**src/rtl/simple_pkg.sv**
```systemverilog
// rtl/simple_pkg.sv - shared opcodes, flag indices and memory-control encodings for the SIMPLE pipeline
package simple_pkg;

    localparam logic [3:0] OP_ADD = 4'd0;
    localparam logic [3:0] OP_SUB = 4'd1;
    localparam logic [3:0] OP_AND = 4'd2;
    localparam logic [3:0] OP_OR  = 4'd3;
    localparam logic [3:0] OP_XOR = 4'd4;
    localparam logic [3:0] OP_CMP = 4'd5;
    localparam logic [3:0] OP_MOV = 4'd6;
    localparam logic [3:0] OP_NOP_A = 4'd7;
    localparam logic [3:0] OP_SLL = 4'd8;
    localparam logic [3:0] OP_SLR = 4'd9;
    localparam logic [3:0] OP_SRL = 4'd10;
    localparam logic [3:0] OP_SRA = 4'd11;
    localparam logic [3:0] OP_IN  = 4'd12;
    localparam logic [3:0] OP_OUT = 4'd13;
    localparam logic [3:0] OP_NOP_B = 4'd14;
    localparam logic [3:0] OP_HLT = 4'd15;

    localparam int FLAG_S = 3;
    localparam int FLAG_Z = 2;
    localparam int FLAG_C = 1;
    localparam int FLAG_V = 0;

    localparam logic [1:0] MEM_NONE  = 2'b00;
    localparam logic [1:0] MEM_LOAD  = 2'b01;
    localparam logic [1:0] MEM_STORE = 2'b10;

    // Shifter kind matches opcode[1:0] of the shift group
    localparam logic [1:0] SH_SLL = 2'd0;
    localparam logic [1:0] SH_SLR = 2'd1;
    localparam logic [1:0] SH_SRL = 2'd2;
    localparam logic [1:0] SH_SRA = 2'd3;

endpackage

```
**src/rtl/simple_shifter.sv**
```systemverilog
// rtl/simple_shifter.sv - combinational 16-bit shift/rotate unit with last-bit-out carry
module simple_shifter
    import simple_pkg::*;
(
    input  logic [15:0] value,
    input  logic [3:0]  shamt,
    input  logic [1:0]  kind,
    output logic [15:0] result,
    output logic        carry
);

    // Each widened form keeps the last bit shifted out in its extra position
    logic [16:0] sll_w;
    logic [31:0] rot_w;
    logic [16:0] srl_w;
    logic [16:0] sra_w;

    assign sll_w = {1'b0, value} << shamt;
    assign rot_w = {value, value} << shamt;
    assign srl_w = {value, 1'b0} >> shamt;
    assign sra_w = $signed({value, 1'b0}) >>> shamt;

    always_comb begin
        result = value;
        carry  = 1'b0;
        case (kind)
            SH_SLL: begin
                result = sll_w[15:0];
                carry  = sll_w[16];
            end
            SH_SLR: begin
                result = rot_w[31:16];
                carry  = (shamt != 4'd0) && rot_w[16];
            end
            SH_SRL: begin
                result = srl_w[16:1];
                carry  = srl_w[0];
            end
            default: begin
                result = sra_w[16:1];
                carry  = sra_w[0];
            end
        endcase
    end

endmodule

```
**src/rtl/simple_execute_stage.sv**
```systemverilog
// rtl/simple_execute_stage.sv - SIMPLE pipeline execute stage: ALU, shifter, flags, IN/OUT/HLT
module simple_execute_stage
    import simple_pkg::*;
#(
    parameter int         WIDTH       = 16,
    parameter logic [3:0] HALT_OPCODE = 4'hF
) (
    input  logic             clockp3,
    input  logic             reset,
    input  logic             in_valid,
    input  logic             flush,
    input  logic [WIDTH-1:0] alu1,
    input  logic [WIDTH-1:0] alu2,
    input  logic [3:0]       opcode,
    input  logic [3:0]       shamt,
    input  logic             writereg_in,
    input  logic [1:0]       memwrite_in,
    input  logic [2:0]       regaddress_in,
    input  logic [WIDTH-1:0] address_in,
    input  logic [WIDTH-1:0] storedata_in,
    input  logic [WIDTH-1:0] inport,
    output logic [WIDTH-1:0] result,
    output logic [3:0]       flags,
    output logic             valid_out,
    output logic             writereg,
    output logic [1:0]       memwrite,
    output logic [2:0]       regaddress,
    output logic [WIDTH-1:0] address,
    output logic [WIDTH-1:0] storedata,
    output logic [WIDTH-1:0] outport,
    output logic             halted
);

    typedef enum logic {RUN, HALTED} state_t;
    state_t state;

    logic [15:0] sh_result;
    logic        sh_carry;
    logic [16:0] sum;
    logic [16:0] diff;
    logic [15:0] alu_res;
    logic        res_we;
    logic        flag_we;
    logic        wr_next;
    logic        c_bit;
    logic        v_bit;
    logic [3:0]  flag_next;

    simple_shifter u_shifter (
        .value  (alu1),
        .shamt  (shamt),
        .kind   (opcode[1:0]),
        .result (sh_result),
        .carry  (sh_carry)
    );

    // Subtract borrow lands in diff[16], so C reads directly as "alu1 < alu2 unsigned"
    assign sum  = {1'b0, alu1} + {1'b0, alu2};
    assign diff = {1'b0, alu1} - {1'b0, alu2};

    always_comb begin
        alu_res   = result;
        res_we    = 1'b0;
        flag_we   = 1'b0;
        wr_next   = writereg_in;
        c_bit     = 1'b0;
        v_bit     = 1'b0;
        case (opcode)
            OP_ADD: begin
                alu_res = sum[15:0];
                c_bit   = sum[16];
                v_bit   = (alu1[15] == alu2[15]) && (sum[15] != alu1[15]);
                res_we  = 1'b1;
                flag_we = 1'b1;
            end
            OP_SUB, OP_CMP: begin
                alu_res = diff[15:0];
                c_bit   = diff[16];
                v_bit   = (alu1[15] != alu2[15]) && (diff[15] != alu1[15]);
                res_we  = (opcode == OP_SUB);
                flag_we = 1'b1;
                if (opcode == OP_CMP) wr_next = 1'b0;
            end
            OP_AND: begin alu_res = alu1 & alu2; res_we = 1'b1; flag_we = 1'b1; end
            OP_OR:  begin alu_res = alu1 | alu2; res_we = 1'b1; flag_we = 1'b1; end
            OP_XOR: begin alu_res = alu1 ^ alu2; res_we = 1'b1; flag_we = 1'b1; end
            OP_MOV: begin alu_res = alu2;        res_we = 1'b1; flag_we = 1'b1; end
            OP_SLL, OP_SLR, OP_SRL, OP_SRA: begin
                alu_res = sh_result;
                c_bit   = sh_carry;
                res_we  = 1'b1;
                flag_we = 1'b1;
            end
            OP_IN:  begin alu_res = inport; res_we = 1'b1; end
            OP_OUT: wr_next = 1'b0;
            default: ;
        endcase
        flag_next = flags;
        if (flag_we) begin
            flag_next[FLAG_S] = alu_res[15];
            flag_next[FLAG_Z] = (alu_res == 16'd0);
            flag_next[FLAG_C] = c_bit;
            flag_next[FLAG_V] = v_bit;
        end
    end

    always_ff @(posedge clockp3) begin
        if (reset) begin
            state      <= RUN;
            result     <= '0;
            flags      <= 4'b0000;
            valid_out  <= 1'b0;
            writereg   <= 1'b0;
            memwrite   <= MEM_NONE;
            regaddress <= '0;
            address    <= '0;
            storedata  <= '0;
            outport    <= '0;
            halted     <= 1'b0;
        end else begin
            valid_out <= 1'b0;
            writereg  <= 1'b0;
            memwrite  <= MEM_NONE;
            case (state)
                RUN: begin
                    if (in_valid && !flush) begin
                        regaddress <= regaddress_in;
                        address    <= address_in;
                        storedata  <= storedata_in;
                        if (opcode == HALT_OPCODE) begin
                            state  <= HALTED;
                            halted <= 1'b1;
                        end else begin
                            valid_out <= 1'b1;
                            writereg  <= wr_next;
                            memwrite  <= memwrite_in;
                            flags     <= flag_next;
                            if (res_we) result <= alu_res;
                            if (opcode == OP_OUT) outport <= alu1;
                        end
                    end
                end
                default: ;
            endcase
        end
    end

endmodule

```
**config.mk**
```make
export PLATFORM = sky130hd
export DESIGN_NAME = simple_execute_stage
export DESIGN_NICKNAME = d
export VERILOG_FILES = /design/src/rtl/simple_pkg.sv /design/src/rtl/simple_shifter.sv /design/src/rtl/simple_execute_stage.sv
export SDC_FILE = /design/constraint.sdc
export NUM_CORES = 1
export LEC_CHECK = 0
export CORE_AREA = 2 2 131 133
export DETAILED_ROUTE_END_ITERATION = 7
export DIE_AREA = 0 0 133 135
export HOLD_SLACK_MARGIN = 0.08
export PLACE_DENSITY = 0.84
export SYNTH_ARGS = -nofsm -noshare
export SYNTH_HDL_FRONTEND = slang
export SYNTH_HIERARCHICAL = 1
export SYNTH_SLANG_ARGS = --single-unit
export TNS_END_PERCENT = 1
```
**constraint.sdc**
```tcl
create_clock -name clockp3 -period 4.3 [get_ports clockp3]
set_clock_uncertainty 0.15 [all_clocks]
set_input_delay 0.43 -clock clockp3 [delete_from_list [all_inputs] [get_ports clockp3]]
set_output_delay 0.43 -clock clockp3 [all_outputs]
set_load 0.02 [all_outputs]
```
### Yosys cells after proc, flatten, opt, wreduce, memory -nomap -nowiden

Cells that the tools add are included.

* bits in registers: 77
* input bits: 98
* output and inout bits: 76
* word-level logic and storage cells: 75

* add/subtract/negate cells: 2
* equality and inequality tests: 19
* shift-type cells: 4
* muxes and demuxes: 13
* bitwise logic cells: 6
* reductions and logical operators: 20

Operators with widths (count)
* $pmux W16 S8: 1
* $pmux W16 S3: 1
* $shl A32 B4 Y32: 1
* $eq A4 B4 Y1 const B: 7
* $add A16 B16 Y17: 1
* $shl A16 B4 Y17: 1
* $shr A17 B4 Y17: 1
* $sshr A17 B4 Y17: 1
* $sub A16 B16 Y17: 1
* $and A16 B16 Y16: 1
* $logic_not A16 Y1: 1
* $or A16 B16 Y16: 1
* $xor A16 B16 Y16: 1
* $eq A4 B3 Y1 const B: 3
* $reduce_and A4 Y1: 3
* $reduce_or A11 Y1: 1
* $reduce_or A10 Y1: 1
* $eq A4 B2 Y1 const B: 2
* $reduce_or A4 Y1: 2
* $mux W1: 6
* $pmux W1 S2: 3
* $pmux W1 S3: 2
* $eq A4 B1 Y1 const B: 1
* $logic_and A1 B1 Y1: 4
* other kinds (13): 17

### Logic depth before layout (Yosys ltp)

* word-level depth: 4
* mapped depth: 18
* gate-level depth less buffers: 14

### Hierarchy

Netlist, hierarchy kept.

Modules (own cells, without submodules)
* simple_execute_stage: instances 1, cells an instance 806, area each 5830.6 µm², sequential area each 1541.5 µm²
* simple_shifter: instances 1, cells an instance 289, area each 2307.2 µm², sequential area each 0.0 µm²

### Least setup slack after synthesis

Ideal clock, no wire load.

* kind: input to register
* start: input port alu1[0]
* end: register flags[2]
* library setup time: 59 ps
* arrival time: 3170 ps
* data required time: 4091 ps
* path slack: 922 ps
* stages on the path: 14
* buffers on the path: 0
* cells stage by stage: inv_1 > ha_1 > inv_1 > fa_1 > nor3b_1 > or3_1 > a31o_4 > a311oi_4 > nor3_2 > a211oi_2 > o211ai_1 > o221a_1 > nor4_1 > a31o_1

* longest elaborated chain between the ends: 4

Ends and longest elaborated chain
* start: declaration: RTL line simple_execute_stage.sv:12 `input logic [WIDTH-1:0] alu1,`
* parallel branches: the longest is 2 deep, another holds $sub A16 B16 Y17
* $pmux W16 S8 *: RTL line simple_execute_stage.sv:68 `case (opcode)`
* $logic_not A16 Y1 *: RTL line simple_execute_stage.sv:101 `flag_next[FLAG_Z] = (alu_res == 16'd0);`
* end signal: assignment: RTL line simple_execute_stage.sv:137 `flags <= flag_next;`
* end: declaration: RTL line simple_execute_stage.sv:23 `output logic [3:0] flags,`

Mark *: on every way between the ends.
A chain may end at the register's enable or synchronous reset.

### Worst setup path in the final report

* start: input port alu1[4]
* end: register flags[2]

The elaborated chain is that of the path after synthesis.

==> report_table.html <==
<table>
<tr><th>Metric</th><th>Value</th></tr>
<tr><th colspan="2">Detailed routing</th></tr>
<tr><td>Number of iterations in the first detailed-routing pass</td><td>7</td></tr>
<tr><td>DRC errors left</td><td>0</td></tr>
<tr><td>Remaining number of nets flagged by the antenna check after routing</td><td>0</td></tr>
<tr><td>Vias/cell</td><td>6.35</td></tr>
<tr><td>Overall via count from detail_route</td><td>approximately 9,600</td></tr>
<tr><td>Wirelength, routed</td><td>approximately 33 mm</td></tr>
<tr><td>Drt wl/cell</td><td>between 20 and 25 um</td></tr>
<tr><td>Number of DRC markers in iteration 0</td><td>~1,400</td></tr>
<tr><th colspan="2">Placed design</th></tr>
<tr><td>GP Congestion</td><td>roughly 1.1</td></tr>
<tr><td>Post-detail-place hpwl</td><td>between 20 and 30 mm</td></tr>
<tr><td>Worst setup timing slack at the placement stage</td><td>a little under 0.05 ns</td></tr>
<tr><td>Instance count after placement with tap cells included</td><td>around 1,500</td></tr>
<tr><td>Number of input and output port buffers inserted</td><td>approximately 170</td></tr>
<tr><th colspan="2">Power</th></tr>
<tr><td>Worst supply voltage drop on vdd</td><td>roughly 0.00018 V</td></tr>
<tr><td>Internal cell power</td><td>around 1600 uW</td></tr>
<tr><td>Switching part of the total</td><td>0.369</td></tr>
<tr><td>Leakage component of the power</td><td>approximately 0.0043 uW</td></tr>
<tr><td>Fraction of power consumed by sequential logic</td><td>0.294</td></tr>
<tr><td>Combinational share of power</td><td>0.417</td></tr>
<tr><td>Areal power density over the cells</td><td>between 200 and 250 nW/um^2</td></tr>
<tr><td>Net switching component of the power</td><td>about 950 uW</td></tr>
<tr><td>Clock network fraction of total power</td><td>0.288</td></tr>
<tr><th colspan="2">Floorplan</th></tr>
<tr><td>Core Rows</td><td>47</td></tr>
<tr><td>Area of the core</td><td>16,400 um^2</td></tr>
<tr><td>Floorplan die width</td><td>approximately 130 um</td></tr>
<tr><td>Die area</td><td>between 15,000 and 20,000 um^2</td></tr>
<tr><td>I/O pins</td><td>174</td></tr>
<tr><td>Initial Utilization</td><td>0.496</td></tr>
<tr><td>Vertical extent of the die</td><td>approximately 140 um</td></tr>
<tr><th colspan="2">Global route</th></tr>
<tr><td>Largest net degree at the start of global routing</td><td>75</td></tr>
<tr><td>Overflow after GRT</td><td>0</td></tr>
<tr><td>Met2 usage in global routing</td><td>0.585</td></tr>
<tr><td>GR Util met3</td><td>0.0747</td></tr>
<tr><td>Routing layer with the top usage in global route</td><td>met2</td></tr>
<tr><td>Met1 track demand over resource</td><td>0.468</td></tr>
<tr><td>Number of antenna violations at the first check in global routing</td><td>1</td></tr>
<tr><td>Wire length of the first global-routing pass</td><td>about 51 mm</td></tr>
<tr><td>Vias in the first global route</td><td>9,011</td></tr>
<tr><td>Overall track demand over capacity in global routing</td><td>0.363</td></tr>
<tr><th colspan="2">STA</th></tr>
<tr><td>Unrepaired setup endpoints after global routing</td><td>false</td></tr>
<tr><td>Number of hold violations in the final report</td><td>0</td></tr>
<tr><td>Tightest slew margin relative to the limit</td><td>0.405</td></tr>
<tr><td>Slew of the pin with the lowest slew margin</td><td>between 0.8 and 0.9 ns</td></tr>
<tr><td>Min cycle time layout</td><td>just over 4 ns</td></tr>
<tr><td>Final number of setup-violating endpoints</td><td>0</td></tr>
<tr><td>Max Fclk</td><td>approximately 250 MHz</td></tr>
<tr><td>Final worst-path cycle share</td><td>0.943</td></tr>
<tr><td>Number of pins exceeding their max-slew limit in the final report</td><td>0</td></tr>
<tr><td>Final worst-path setup slack</td><td>approximately 0.25 ns</td></tr>
<tr><td>Fin Setup TNS</td><td>0 ns</td></tr>
<tr><th colspan="2">Min path</th></tr>
<tr><td>Hold path startpoint</td><td>regaddress[1]</td></tr>
<tr><td>Worst min-delay path class</td><td>reg2reg</td></tr>
<tr><th colspan="2">Critical path</th></tr>
<tr><td>Critical Path Start Type</td><td>input port</td></tr>
<tr><td>Setup CP Type</td><td>in2reg</td></tr>
<tr><td>Reg-to-Reg Start</td><td>state</td></tr>
<tr><td>Highest fanout seen on the critical path</td><td>7</td></tr>
<tr><td>Worst EP arrival</td><td>roughly 4.2 ns</td></tr>
<tr><td>Critical Path Source</td><td>alu1[4]</td></tr>
<tr><td>Type of destination of the critical path</td><td>flop</td></tr>
<tr><td>Data required, critical path</td><td>~4.4 ns</td></tr>
<tr><th colspan="2">Synthesis</th></tr>
<tr><td>Compound-cell area share of the yosys netlist</td><td>0.281</td></tr>
<tr><td>Most used flip-flop cell after synthesis</td><td>sky130_fd_sc_hd__dfxtp_1</td></tr>
<tr><td>Async set-reset flop share out of synthesis</td><td>0</td></tr>
<tr><td>Xor/xnor cell area share of the yosys netlist</td><td>0.00753</td></tr>
<tr><td>Arithmetic-cell share of the synthesized area counting full adders, half adders and majority gates</td><td>0.0849</td></tr>
<tr><td>Number of enable flip-flop cells after synthesis</td><td>0</td></tr>
<tr><td>Flip-flop and latch count after synthesis</td><td>just under 80</td></tr>
<tr><td>Count of warnings emitted by yosys</td><td>6</td></tr>
<tr><td>Mux contribution to synthesized area</td><td>0.137</td></tr>
<tr><td>Count of unique library cells instantiated by Yosys</td><td>89</td></tr>
<tr><td>Syn Std Cell Area</td><td>8140 um^2</td></tr>
<tr><td>Seq/Total Area, Yosys</td><td>0.189</td></tr>
<tr><td>Combinational family with the most area after synthesis</td><td>compound AO/OA/AOI/OAI gates</td></tr>
<tr><td>Post-synth net total</td><td>around 1,200</td></tr>
<tr><td>Mean post-synth cell area</td><td>around 7.4 um^2</td></tr>
<tr><td>Number of instances in the synthesized netlist</td><td>roughly 1,100</td></tr>
<tr><td>Fraction of the mapped netlist area in simple logic gates</td><td>0.216</td></tr>
<tr><th colspan="2">Clocking</th></tr>
<tr><td>Max Root-Sink Buffers</td><td>2</td></tr>
<tr><td>Sink Count</td><td>77</td></tr>
<tr><td>Post-CTS setup buffers</td><td>0</td></tr>
<tr><td>Clock tree from TritonCTS</td><td>built</td></tr>
<tr><td>Root Driver</td><td>sky130_fd_sc_hd__clkbuf_16</td></tr>
<tr><td>TritonCTS buffer count</td><td>9</td></tr>
<tr><td>Post-CTS Resized</td><td>0</td></tr>
<tr><td>Clock Latency Late Sink</td><td>approximately 0.34 ns</td></tr>
<tr><td>Clock transition time at the flip-flop clock pins of the worst setup and hold paths</td><td>0.06 ns</td></tr>
<tr><td>Count of H-tree levels built during CTS</td><td>3</td></tr>
<tr><td>Number of buffers inserted for hold repair after clock tree synthesis</td><td>0</td></tr>
<tr><th colspan="2">Final layout</th></tr>
<tr><td>Number of diodes added for antenna fixing</td><td>0</td></tr>
<tr><td>Share of post-route cells with drive strength above 1</td><td>0.142</td></tr>
<tr><td>Net count of the finished layout</td><td>about 1,400</td></tr>
<tr><td>Layout fillers</td><td>between 1,000 and 1,500</td></tr>
<tr><td>Area taken by multi-input logic gates</td><td>between 5000 and 6000 um^2</td></tr>
<tr><td>Storage element area</td><td>between 1500 and 2000 um^2</td></tr>
<tr><td>Final non-filler cell total</td><td>1,507</td></tr>
<tr><td>Area grow syn2layout</td><td>32.7%</td></tr>
<tr><th colspan="2">Run</th></tr>
<tr><td>Max-capacitance violation count</td><td>0</td></tr>
<tr><th colspan="2">Status</th></tr>
<tr><td>Run status</td><td>completed</td></tr>
</table>
## routing by layer
metal  wire length, um  share of wire
met1             13100           0.40
met2             15000           0.45
met3              3270          0.099
met4              1740          0.053
met5                 0              0
## cell type report
class,count,share of cell area
inverters,57,0.0198
clock inverters,7,0.00579
multi-input cells,864,0.549
clock buffers,9,0.0209
well taps,220,0.0255
repair buffers,273,0.237
flip-flops and latches,77,0.143
## placed cells by master (no fill, tap or decap), drive strengths merged, types with 25 or more instances in the layout
cell type,n
mux2i,36
nor3,35
nor2,94
mux4,25
a21oi,123
clkdlybuf4s50,168
inv,61
o21ai,52
nand2,159
buf,105
dfxtp,77
ha,52
## worst max-delay path, stage by stage
cell                              delay (ns)
sky130_fd_sc_hd__clkdlybuf4s50_1        0.65
sky130_fd_sc_hd__inv_1                  0.08
sky130_fd_sc_hd__ha_1                   0.40
sky130_fd_sc_hd__inv_1                  0.14
sky130_fd_sc_hd__a221o_1                0.42
sky130_fd_sc_hd__o21ai_0                0.17
sky130_fd_sc_hd__a2bb2oi_1              0.14
sky130_fd_sc_hd__a2111oi_0              0.56
sky130_fd_sc_hd__buf_4                  0.21
sky130_fd_sc_hd__nor2_1                 0.06
sky130_fd_sc_hd__xnor2_1                0.14
sky130_fd_sc_hd__a221oi_1               0.32
sky130_fd_sc_hd__buf_4                  0.18
sky130_fd_sc_hd__o21bai_1               0.12
sky130_fd_sc_hd__a31o_1                 0.17
## power groups by stage
stage               registers, uW  logic, uW  clock network (uW)
floorplan                     802        571                   0
global placement              772       1040                   0
detailed placement            772       1040                   0
CTS                           756       1050                 751
global route                  759       1140                 789
finish                        756       1070                 741
## sequential cells by signal, summed over array words and instances (netlist names)
register / flops
address: 16
outport: 16
result: 16
storedata: 16
flags: 4
regaddress: 3
memwrite: 2
halted: 1
state: 1
valid_out: 1
writereg: 1
## cells in the mapped netlist (6+ instances only)
cell type	number	share of area
sky130_fd_sc_hd__xnor2_1	6	0.0065
sky130_fd_sc_hd__a211oi_1	17	0.016
sky130_fd_sc_hd__o21ai_0	52	0.032
sky130_fd_sc_hd__nor3_1	34	0.021
sky130_fd_sc_hd__nand2_1	159	0.073
sky130_fd_sc_hd__and3_1	9	0.0069
sky130_fd_sc_hd__a31oi_1	9	0.0069
sky130_fd_sc_hd__mux2i_1	35	0.043
sky130_fd_sc_hd__o21a_1	6	0.0055
sky130_fd_sc_hd__dfxtp_1	77	0.19
sky130_fd_sc_hd__ha_1	52	0.080
sky130_fd_sc_hd__and2_1	6	0.0046
sky130_fd_sc_hd__o31ai_1	7	0.0065
sky130_fd_sc_hd__nand2b_1	10	0.0077
sky130_fd_sc_hd__a22oi_1	7	0.0065
sky130_fd_sc_hd__or3_1	8	0.0062
sky130_fd_sc_hd__clkbuf_1	58	0.027
sky130_fd_sc_hd__nor2_1	94	0.043
sky130_fd_sc_hd__a21oi_1	123	0.076
sky130_fd_sc_hd__mux4_2	25	0.069
sky130_fd_sc_hd__nor4_1	6	0.0046
sky130_fd_sc_hd__a211o_1	6	0.0065
sky130_fd_sc_hd__nor3b_1	6	0.0055
sky130_fd_sc_hd__nand4_1	6	0.0046
sky130_fd_sc_hd__buf_4	8	0.0074
sky130_fd_sc_hd__a21o_1	6	0.0055
sky130_fd_sc_hd__o211ai_1	14	0.013
sky130_fd_sc_hd__buf_2	21	0.013
sky130_fd_sc_hd__a221oi_1	9	0.0097
sky130_fd_sc_hd__nand3_1	15	0.0092
sky130_fd_sc_hd__o221ai_1	7	0.0075
sky130_fd_sc_hd__nor2b_1	9	0.0069
sky130_fd_sc_hd__o22ai_1	8	0.0062
sky130_fd_sc_hd__inv_1	55	0.025
sky130_fd_sc_hd__mux2_2	17	0.024
## kinds of logic after synthesis
family	Yosys count
flip-flops	77
buffers and inverters	154
AND/OR/NAND/NOR	382
adder cells (fa/ha/maj)	54
multiplexers	78
XOR/XNOR	7
AO/OA/AOI/OAI	343
## path summary, 6_finish.rpt
check                   to  depth (start not counted)  slack [ns]
max               flags[2]                         15        0.25
min          regaddress[1]                          2        0.30
max reg2reg       flags[2]                          7        1.97
min reg2reg  regaddress[1]                          2        0.30
## through the flow
step	hold slack (ns)	area [um^2]	utilization	total power, uW
3_5_place_dp	0.296	10500	0.641	1810
6_report	0.303	10800	0.658	2570
2_1_floorplan	0.301	8140	-	1370
4_1_cts	0.304	10800	0.658	2550
5_1_grt	0.320	10800	0.658	2690
3_3_place_gp	0.291	10500	0.641	1810
(Power assumes the default switching activity.)
